===== src/rtl/signed_bcd_converter.sv =====
// Signed binary-to-BCD converter for the seven-segment display path.
// Takes an 8-bit two's-complement value and produces a sign flag plus
// hundreds/tens/ones BCD digits. It uses iterative double-dabble with one
// shift per clock and a start/busy/done handshake.
//
// Ports:
//   clk       system clock, rising edge
//   reset     synchronous active-high reset
//   start     conversion request, sampled only while idle
//   value     two's-complement operand (-128..127)
//   busy      high while shifting
//   done      one-cycle pulse when neg/digits are updated
//   neg       operand was negative
//   hundreds  BCD hundreds digit (0..1)
//   tens      BCD tens digit (0..9)
//   ones      BCD ones digit (0..9)
//
// state | meaning
// ------+--------------------------------------------------------------
// IDLE  | waiting for start; done may be high for one cycle here
// SHIFT | 8 add-3/shift iterations, count_q = 0..7

module signed_bcd_converter (
   input  logic       clk,
   input  logic       reset,
   input  logic       start,
   input  logic [7:0] value,
   output logic       busy,
   output logic       done,
   output logic       neg,
   output logic [3:0] hundreds,
   output logic [3:0] tens,
   output logic [3:0] ones
);

   localparam logic [0:0] IDLE  = 1'b0;
   localparam logic [0:0] SHIFT = 1'b1;

   logic [0:0]  state_q, state_d;
   logic        sign_q, sign_d;
   logic [7:0]  mag_q, mag_d;
   logic [11:0] bcd_q, bcd_d;
   logic [2:0]  count_q, count_d;
   logic        done_q, done_d;
   logic        neg_q, neg_d;
   logic [3:0]  hund_q, hund_d;
   logic [3:0]  tens_q, tens_d;
   logic [3:0]  ones_q, ones_d;

   logic [11:0] bcd_adj;
   logic [11:0] bcd_sh;
   logic [7:0]  mag_sh;

   function automatic logic [3:0] add3(input logic [3:0] n);
      return (n >= 4'd5) ? n + 4'd3 : n;
   endfunction

   // Correct every nibble before the shift so that the doubling carries
   // into the next decade. The hundreds digit never reaches 5 for |v|<=128.
   always_comb begin
      bcd_adj = {add3(bcd_q[11:8]), add3(bcd_q[7:4]), add3(bcd_q[3:0])};
      bcd_sh  = {bcd_adj[10:0], mag_q[7]};
      mag_sh  = {mag_q[6:0], 1'b0};
   end

   always_comb begin
      state_d = state_q;
      sign_d  = sign_q;
      mag_d   = mag_q;
      bcd_d   = bcd_q;
      count_d = count_q;
      done_d  = 1'b0;
      neg_d   = neg_q;
      hund_d  = hund_q;
      tens_d  = tens_q;
      ones_d  = ones_q;
      case (state_q)
         IDLE: begin
            if (start) begin
               sign_d  = value[7];
               // -128 negates to 0x80, which reads as 128 when unsigned.
               mag_d   = value[7] ? (~value + 8'd1) : value;
               bcd_d   = 12'd0;
               count_d = 3'd0;
               state_d = SHIFT;
            end
         end
         default: begin
            bcd_d   = bcd_sh;
            mag_d   = mag_sh;
            count_d = count_q + 3'd1;
            if (count_q == 3'd7) begin
               hund_d  = bcd_sh[11:8];
               tens_d  = bcd_sh[7:4];
               ones_d  = bcd_sh[3:0];
               neg_d   = sign_q;
               done_d  = 1'b1;
               state_d = IDLE;
            end
         end
      endcase
   end

   always_ff @(posedge clk) begin
      if (reset) begin
         state_q <= IDLE;
         sign_q  <= 1'b0;
         mag_q   <= 8'd0;
         bcd_q   <= 12'd0;
         count_q <= 3'd0;
         done_q  <= 1'b0;
         neg_q   <= 1'b0;
         hund_q  <= 4'd0;
         tens_q  <= 4'd0;
         ones_q  <= 4'd0;
      end else begin
         state_q <= state_d;
         sign_q  <= sign_d;
         mag_q   <= mag_d;
         bcd_q   <= bcd_d;
         count_q <= count_d;
         done_q  <= done_d;
         neg_q   <= neg_d;
         hund_q  <= hund_d;
         tens_q  <= tens_d;
         ones_q  <= ones_d;
      end
   end

   assign busy     = (state_q == SHIFT);
   assign done     = done_q;
   assign neg      = neg_q;
   assign hundreds = hund_q;
   assign tens     = tens_q;
   assign ones     = ones_q;

endmodule

===== config.mk =====
export PLATFORM = sky130hd
export DESIGN_NAME = signed_bcd_converter
export DESIGN_NICKNAME = d
export VERILOG_FILES = /design/src/rtl/signed_bcd_converter.sv
export SDC_FILE = /design/constraint.sdc
export NUM_CORES = 1
export LEC_CHECK = 0
export CORE_MARGIN = 1
export CORE_UTILIZATION = 25
export CTS_CLUSTER_DIAMETER = 30
export CTS_CLUSTER_SIZE = 16
export DETAILED_ROUTE_END_ITERATION = 6
export SKIP_LAST_GASP = 1
export SYNTH_ARGS = -nofsm -noshare
export SYNTH_HDL_FRONTEND = slang
export SYNTH_SLANG_ARGS = --single-unit

===== constraint.sdc =====
create_clock -name clk -period 1.6 [get_ports clk]
set_clock_uncertainty 0.15 [all_clocks]
set_input_delay 0.32 -clock clk [delete_from_list [all_inputs] [get_ports clk]]
set_output_delay 0.32 -clock clk [all_outputs]
set_load 0.01 [all_outputs]

==> results.py, run 1 <==
metrics = {
    "run_status": {
        "outcome": "completed",
    },
    "sta": {
        "slew_violations": 0,
        "relSlewSlack_pct": 78.0,
        "period_share_pct": 98.2,
        "setup_viol": 0,
        "tightestPinTransition_ns": 0.331,
        "finalHoldViolCount": 0,
        "period_needed_ns": 1.57,
        "rsz0062_at_grt": "true",
        "max_freq_ghz": 0.636,
    },
    "detailed_routing": {
        "drt_iter0_markers": 61,
        "vias_per_cell": 4.43,
        "drcViolationCount": 0,
        "ant_nets": 0,
        "first_pass_iters": 4,
        "wirelength_um": 4150,
        "vias": 1586,
        "wl_per_cell_um": 11.6,
    },
    "logic_synthesis": {
        "synth_cells": 207,
        "ys_seq_area_share_pct": 42.3,
        "synth_cell_types": 37,
        "yosysMostFrequentCell": "dfxtp_1",
        "synth_seq_cells": 39,
        "synth-main-ff-cell": "dfxtp_1",
        "yosysWarningCount": 0,
        "synth_top_cell_area_share_pct": 42.3,
        "synth_top_cell_by_area": "dfxtp_1",
        "avgSynthCellArea_um2": 8.92,
        "asyncSetResetFlopFracSynth_pct": 0,
        "yosys-top-cells-count": "dfxtp_1, a21oi_1, nand2_1, nor3b_1, o21ai_0",
        "synth_area_leaders": "dfxtp_1, a21oi_1, ha_1, nor3b_1, o21ai_0",
        "syn_area_um2": 1850,
        "syn_nets": 227,
        "synth_edf_count": 0,
    },
    "worst_hold_path": {
        "hold_end": "hundreds[1]$_SDFFE_PP0P_",
        "whs_path_depth": 2,
        "min_from": "hundreds[1]$_SDFFE_PP0P_",
        "holdCritPathClass": "reg -> reg",
    },
    "placed_design": {
        "globalplace.congestion": 0.802,
        "hpwl_um": 2910,
        "placement.cell_area_um2": 2410,
        "port_buffers": 25,
    },
    "grt": {
        "grt_pass1_vias": 1530,
        "grtUsageTotal_pct": 11.4,
        "grt_first_pass_wirelength_um": 6810,
        "antenna_found_initial": 0,
        "overflow": 0,
        "grt_start_max_net_pins": 38,
    },
    "die": {
        "coreArea_um2": 6940,
        "io_pins": 26,
        "start_util_pct": 26.6,
        "die_w_um": 87.9,
        "rows": 30,
        "die_area_um2": 7730,
        "die_h_um": 87.9,
    },
    "cts": {
        "htree_num_levels": 2,
        "numCtsBuffers": 5,
        "cts_tree": "built",
        "clk_pin_slew_ns": 0.08,
        "max-clock-path-buffers": 2,
        "cts.sinks": 39,
        "clock_latency_ns": 0.30,
        "postCtsHoldBufs": 0,
        "cts-root-buf": "clkbuf_8",
    },
    "setup_path": {
        "r2r_cells": 6,
        "arrival_ns": 1.62,
        "slowest_delay_ns": 0.53,
        "r2r-start": "bcd_q[8]$_SDFFE_PP0P_",
        "cp_max_fo": 3,
        "slowest_stage": "or4b_1",
        "cp.required_ns": 1.65,
        "cp-start-kind": "flip-flop",
        "end_kind": "flip-flop",
        "r2r_setup_slack_ns": 0.03,
        "crit_chain": "inv_4 -> ha_4 -> nand2b_4 -> a21oi_4 -> or4b_1 -> o311ai_1",
        "r2r_end": "bcd_q[9]$_SDFFE_PP0P_",
        "path_class": "reg -> reg",
    },
    "layout": {
        "finalInstanceArea_um2": 2690,
        "diodes": 0,
        "final_util_pct": 38.7,
        "drive_gt1_share_pct": 27.9,
        "syn_to_final_growth_pct": 45.7,
        "nets": 281,
        "num-fill-cells": 702,
    },
    "power": {
        "power.leakage_nw": 1.06,
        "ir_worst_vdd_v": 0.000289,
        "power.density_nw_per_um2": 817,
        "fin_total_pwr_mw": 2.20,
    },
    "run": {
        "max_cap_viol_count": 0,
    },
}
metal layers:
metal / wire, um / track usage [%] / vias to the layer above
li1: - / - / 838
met1: 1870 / 13.6 / 712
met2: 2060 / 19.6 / 29
met3: 166 / 3.20 / 7
met4: 53 / 4.02 / 0
met5: 0 / 0 / -
cells in the final DEF (no fill, tap or decap), types with 5 or more instances in the layout:
cell / count
ha_1: 6
o21ai_1: 8
dlygate4sd2_1: 15
clkdlybuf4s50_1: 8
clkbuf_8: 5
dfxtp_1: 34
a21oi_1: 20
inv_1: 5
buf_4: 32
o22ai_1: 5
nor2_1: 11
nand2_1: 16
nor3b_1: 15
o21ai_0: 9
nand3_1: 5
worst max-delay path: cells and delay by family, from the launching register on:
family / cells / cell delay [ns]
AND/OR/NAND/NOR: 2 / 0.60
flip-flops: 1 / 0.39
adder cells (fa/ha/maj): 1 / 0.16
AO/OA/AOI/OAI: 2 / 0.14
buffers and inverters: 1 / 0.04
kinds of logic (layout without fill, tap and decap cells):
group,Yosys count,in the layout,share of synthesized area (%)
buffers and inverters,22,77,5.02
xor gates and xnor gates,8,8,3.80
adders and majority gates,9,9,6.10
and+or+nand+nor,63,63,19.0
AOI/OAI and AO/OA,60,60,20.4
DFF,39,39,42.3
muxes,6,6,3.39
repair_timing:
action | 4_1_cts | 5_1_grt
setup buffers | 0 | 3
endpoints found under the hold margin | 0 | 0
pin swaps | 7 | 11
gates resized for setup | 23 | 34
setup endpoints to repair | 29 | 18
stage by stage:
step	setup WS [ns]	hold WS [ns]	TNS (ns)	std cells
2_1_floorplan	0.0134	0.282	0	207
3_3_place_gp	-0.429	0.282	-3.95	347
3_5_place_dp	-0.460	0.289	-4.38	347
4_1_cts	-0.0125	0.297	-0.0228	355
5_1_grt	-0.0344	0.315	-0.107	358
6_report	0.0285	0.291	0	358
worst max path at each step:
stage,from,endpoint,slack (ns),cells after the start
6_report,bcd_q[8]$_SDFFE_PP0P_,bcd_q[9]$_SDFFE_PP0P_,0.03,6
5_1_grt,bcd_q[9]$_SDFFE_PP0P_,bcd_q[9]$_SDFFE_PP0P_,-0.03,6
4_1_cts,value[2],mag_q[6]$_SDFFE_PP0P_,-0.01,5
3_5_place_dp,value[0],mag_q[6]$_SDFFE_PP0P_,-0.46,7
3_3_place_gp,value[1],mag_q[6]$_SDFFE_PP0P_,-0.43,7
2_1_floorplan,bcd_q[0]$_SDFFE_PP0P_,ones[2]$_SDFFE_PP0P_,0.01,6
cell type report:
cell class | instances | area (um2) | share of cell area [%]
multi-input combinational | 146 | 1100 | 40.8
sequential | 39 | 790 | 29.4
timing repair buffer | 59 | 503 | 18.7
tap | 96 | 120 | 4.47
clock buffer | 5 | 68.8 | 2.56
clock inverter | 3 | 67.6 | 2.51
inverter | 10 | 42.5 | 1.58
flip-flops by register name, indices dropped and copies added (netlist names):
| name | cells |
|---|---|
| bcd_q | 12 |
| busy | 1 |
| count_q | 3 |
| done | 1 |
| hundreds | 4 |
| mag_q | 8 |
| neg | 1 |
| ones | 4 |
| sign_q | 1 |
| tens | 4 |
power breakdown:
| part | leakage, nW | internal [mW] | switching, mW |
|---|---|---|---|
| combinational | 0.675 | 0.104 | 0.104 |
| clock | 0.0644 | 0.622 | 0.367 |
| sequential | 0.319 | 0.988 | 0.0100 |
(Power assumes the default switching activity.)
==> run 2, diff against run 1 <==
--- a/config.mk
+++ b/config.mk
@@ -10,6 +10,7 @@
 export CTS_CLUSTER_DIAMETER = 30
 export CTS_CLUSTER_SIZE = 16
 export DETAILED_ROUTE_END_ITERATION = 6
+export SETUP_SLACK_MARGIN = 0.4
 export SKIP_LAST_GASP = 1
 export SYNTH_ARGS = -nofsm -noshare
 export SYNTH_HDL_FRONTEND = slang
==> results.py, run 2 (same netlist as run 1, synthesis figures left out) <==
metrics = {
    "run_status": {
        "outcome": "completed",
    },
    "sta": {
        "rsz0062_at_grt": "true",
        "finalHoldViolCount": 0,
        "slew_violations": 0,
        "setup_viol": 0,
        "period_share_pct": 96.7,
        "tightestPinTransition_ns": 0.432,
        "max_freq_ghz": 0.647,
        "relSlewSlack_pct": 71.0,
        "period_needed_ns": 1.55,
    },
    "detailed_routing": {
        "wl_per_cell_um": 13.5,
        "vias": 1782,
        "drcViolationCount": 0,
        "wirelength_um": 5100,
        "vias_per_cell": 4.73,
        "drt_iter0_markers": 76,
        "ant_nets": 0,
        "first_pass_iters": 4,
    },
    "layout": {
        "num-fill-cells": 650,
        "largest_register_ffs": 12,
        "final_common_cell": "buf_4",
        "final_cells": 377,
        "layout_common_cells": "buf_4, buf_6, dfxtp_2, dfxtp_1, a21oi_1",
        "reg_top3": "bcd_q (12), mag_q (8)",
        "syn_to_final_growth_pct": 80.1,
        "diodes": 0,
        "largest-register": "bcd_q",
        "nets": 300,
        "final_util_pct": 47.9,
        "drive_gt1_share_pct": 60.9,
    },
    "grt": {
        "grt_first_pass_wirelength_um": 8060,
        "overflow": 0,
        "grt_pass1_vias": 1766,
        "grt_start_max_net_pins": 20,
        "antenna_found_initial": 0,
        "grtUsageTotal_pct": 13.7,
    },
    "setup_path": {
        "path_class": "reg -> reg",
        "cp_top_family": "simple AND/OR/NAND/NOR gates",
        "end_kind": "flip-flop",
        "crit_chain": "inv_4 -> ha_4 -> nand2b_4 -> a21oi_4 -> or4b_4 -> o311ai_4",
        "slowest_stage": "or4b_4",
        "cp-start-kind": "flip-flop",
        "cp.required_ns": 1.65,
        "arrival_ns": 1.59,
        "cp_num_buf_inv": 1,
        "cp_max_fo": 4,
        "slowest_delay_ns": 0.50,
    },
    "cts": {
        "cts-root-buf": "clkbuf_8",
        "numCtsBuffers": 5,
        "clock_latency_ns": 0.29,
        "clk_pin_slew_ns": 0.08,
        "htree_num_levels": 2,
        "cts.sinks": 39,
        "cts_tree": "built",
        "max-clock-path-buffers": 2,
        "postCtsHoldBufs": 0,
    },
    "power": {
        "power.leakage_nw": 1.26,
        "ir_worst_vdd_v": 0.000327,
        "power.density_nw_per_um2": 627,
    },
    "die": {
        "die_h_um": 87.9,
        "io_pins": 26,
        "coreArea_um2": 6940,
        "die_area_um2": 7730,
        "rows": 30,
        "start_util_pct": 26.6,
        "die_w_um": 87.9,
    },
    "placed_design": {
        "port_buffers": 25,
        "place_inst": 343,
        "globalplace.congestion": 0.732,
        "hpwl_um": 3180,
    },
    "run": {
        "max_cap_viol_count": 0,
    },
    "worst_hold_path": {
        "holdCritPathClass": "in -> reg",
    },
}
run 2: metal layers:
metal  vias to the layer above  share of wire, %  track usage [%]
li1                        880                 -                -
met1                       858                42             15.3
met2                        36                53             24.9
met3                         8               3.4             3.20
met4                         0               1.5             5.66
met5                         -                 0                0
run 2: area by class of cell:
cell class                      instances  area, um2  share of cell area, %
Tap cell                               96        120                   3.61
Sequential cell                        39        815                   24.5
Timing Repair Buffer                   78        827                   24.9
Clock buffer                            8        100                   3.01
Inverter                               10       67.6                   2.03
Multi-Input combinational cell        146       1400                   42.0
run 2: worst paths after layout:
path / start / end / slack, ns / cells after the start
hold reg to reg: hundreds[1]$_SDFFE_PP0P_ / hundreds[1]$_SDFFE_PP0P_ / 0.30 / 2
hold / removal: value[0] / mag_q[0]$_SDFFE_PP0P_ / 0.26 / 4
setup / recovery: bcd_q[8]$_SDFFE_PP0P_ / bcd_q[9]$_SDFFE_PP0P_ / 0.05 / 6
setup reg to reg: bcd_q[8]$_SDFFE_PP0P_ / bcd_q[9]$_SDFFE_PP0P_ / 0.05 / 6
run 2: power by group:
| part | switching, mW | internal [mW] |
|---|---|---|
| Combinational | 0.152 | 0.193 |
| Clock | 0.341 | 0.394 |
| Sequential | 0.0177 | 0.988 |
run 2: worst min-delay path: stages:
cell and delay (ns):
buf_8 0.10, buf_6 0.09, mux2i_1 0.07, nor2_2 0.09
run 2: timing repair:
item,in CTS,in global routing
gates resized for setup,162,36
setup endpoints to repair,54,54
pin swaps,20,16
gates cloned,1,4
setup buffers,15,6
run 2: per-stage QoR:
step / area, um2 / setup slack [ns] / hold slack (ns) / setup TNS [ns] / total power [mW]
floorplan: 2080 / 0.0942 / 0.287 / 0 / 1.15
global placement: 2570 / -0.572 / 0.288 / -6.99 / 1.25
detailed placement: 2570 / -0.587 / 0.292 / -7.19 / 1.26
CTS: 3030 / 0.0795 / 0.253 / 0 / 2.04
global route: 3320 / 0.0195 / 0.283 / 0 / 2.17
finish: 3320 / 0.0533 / 0.264 / 0 / 2.09
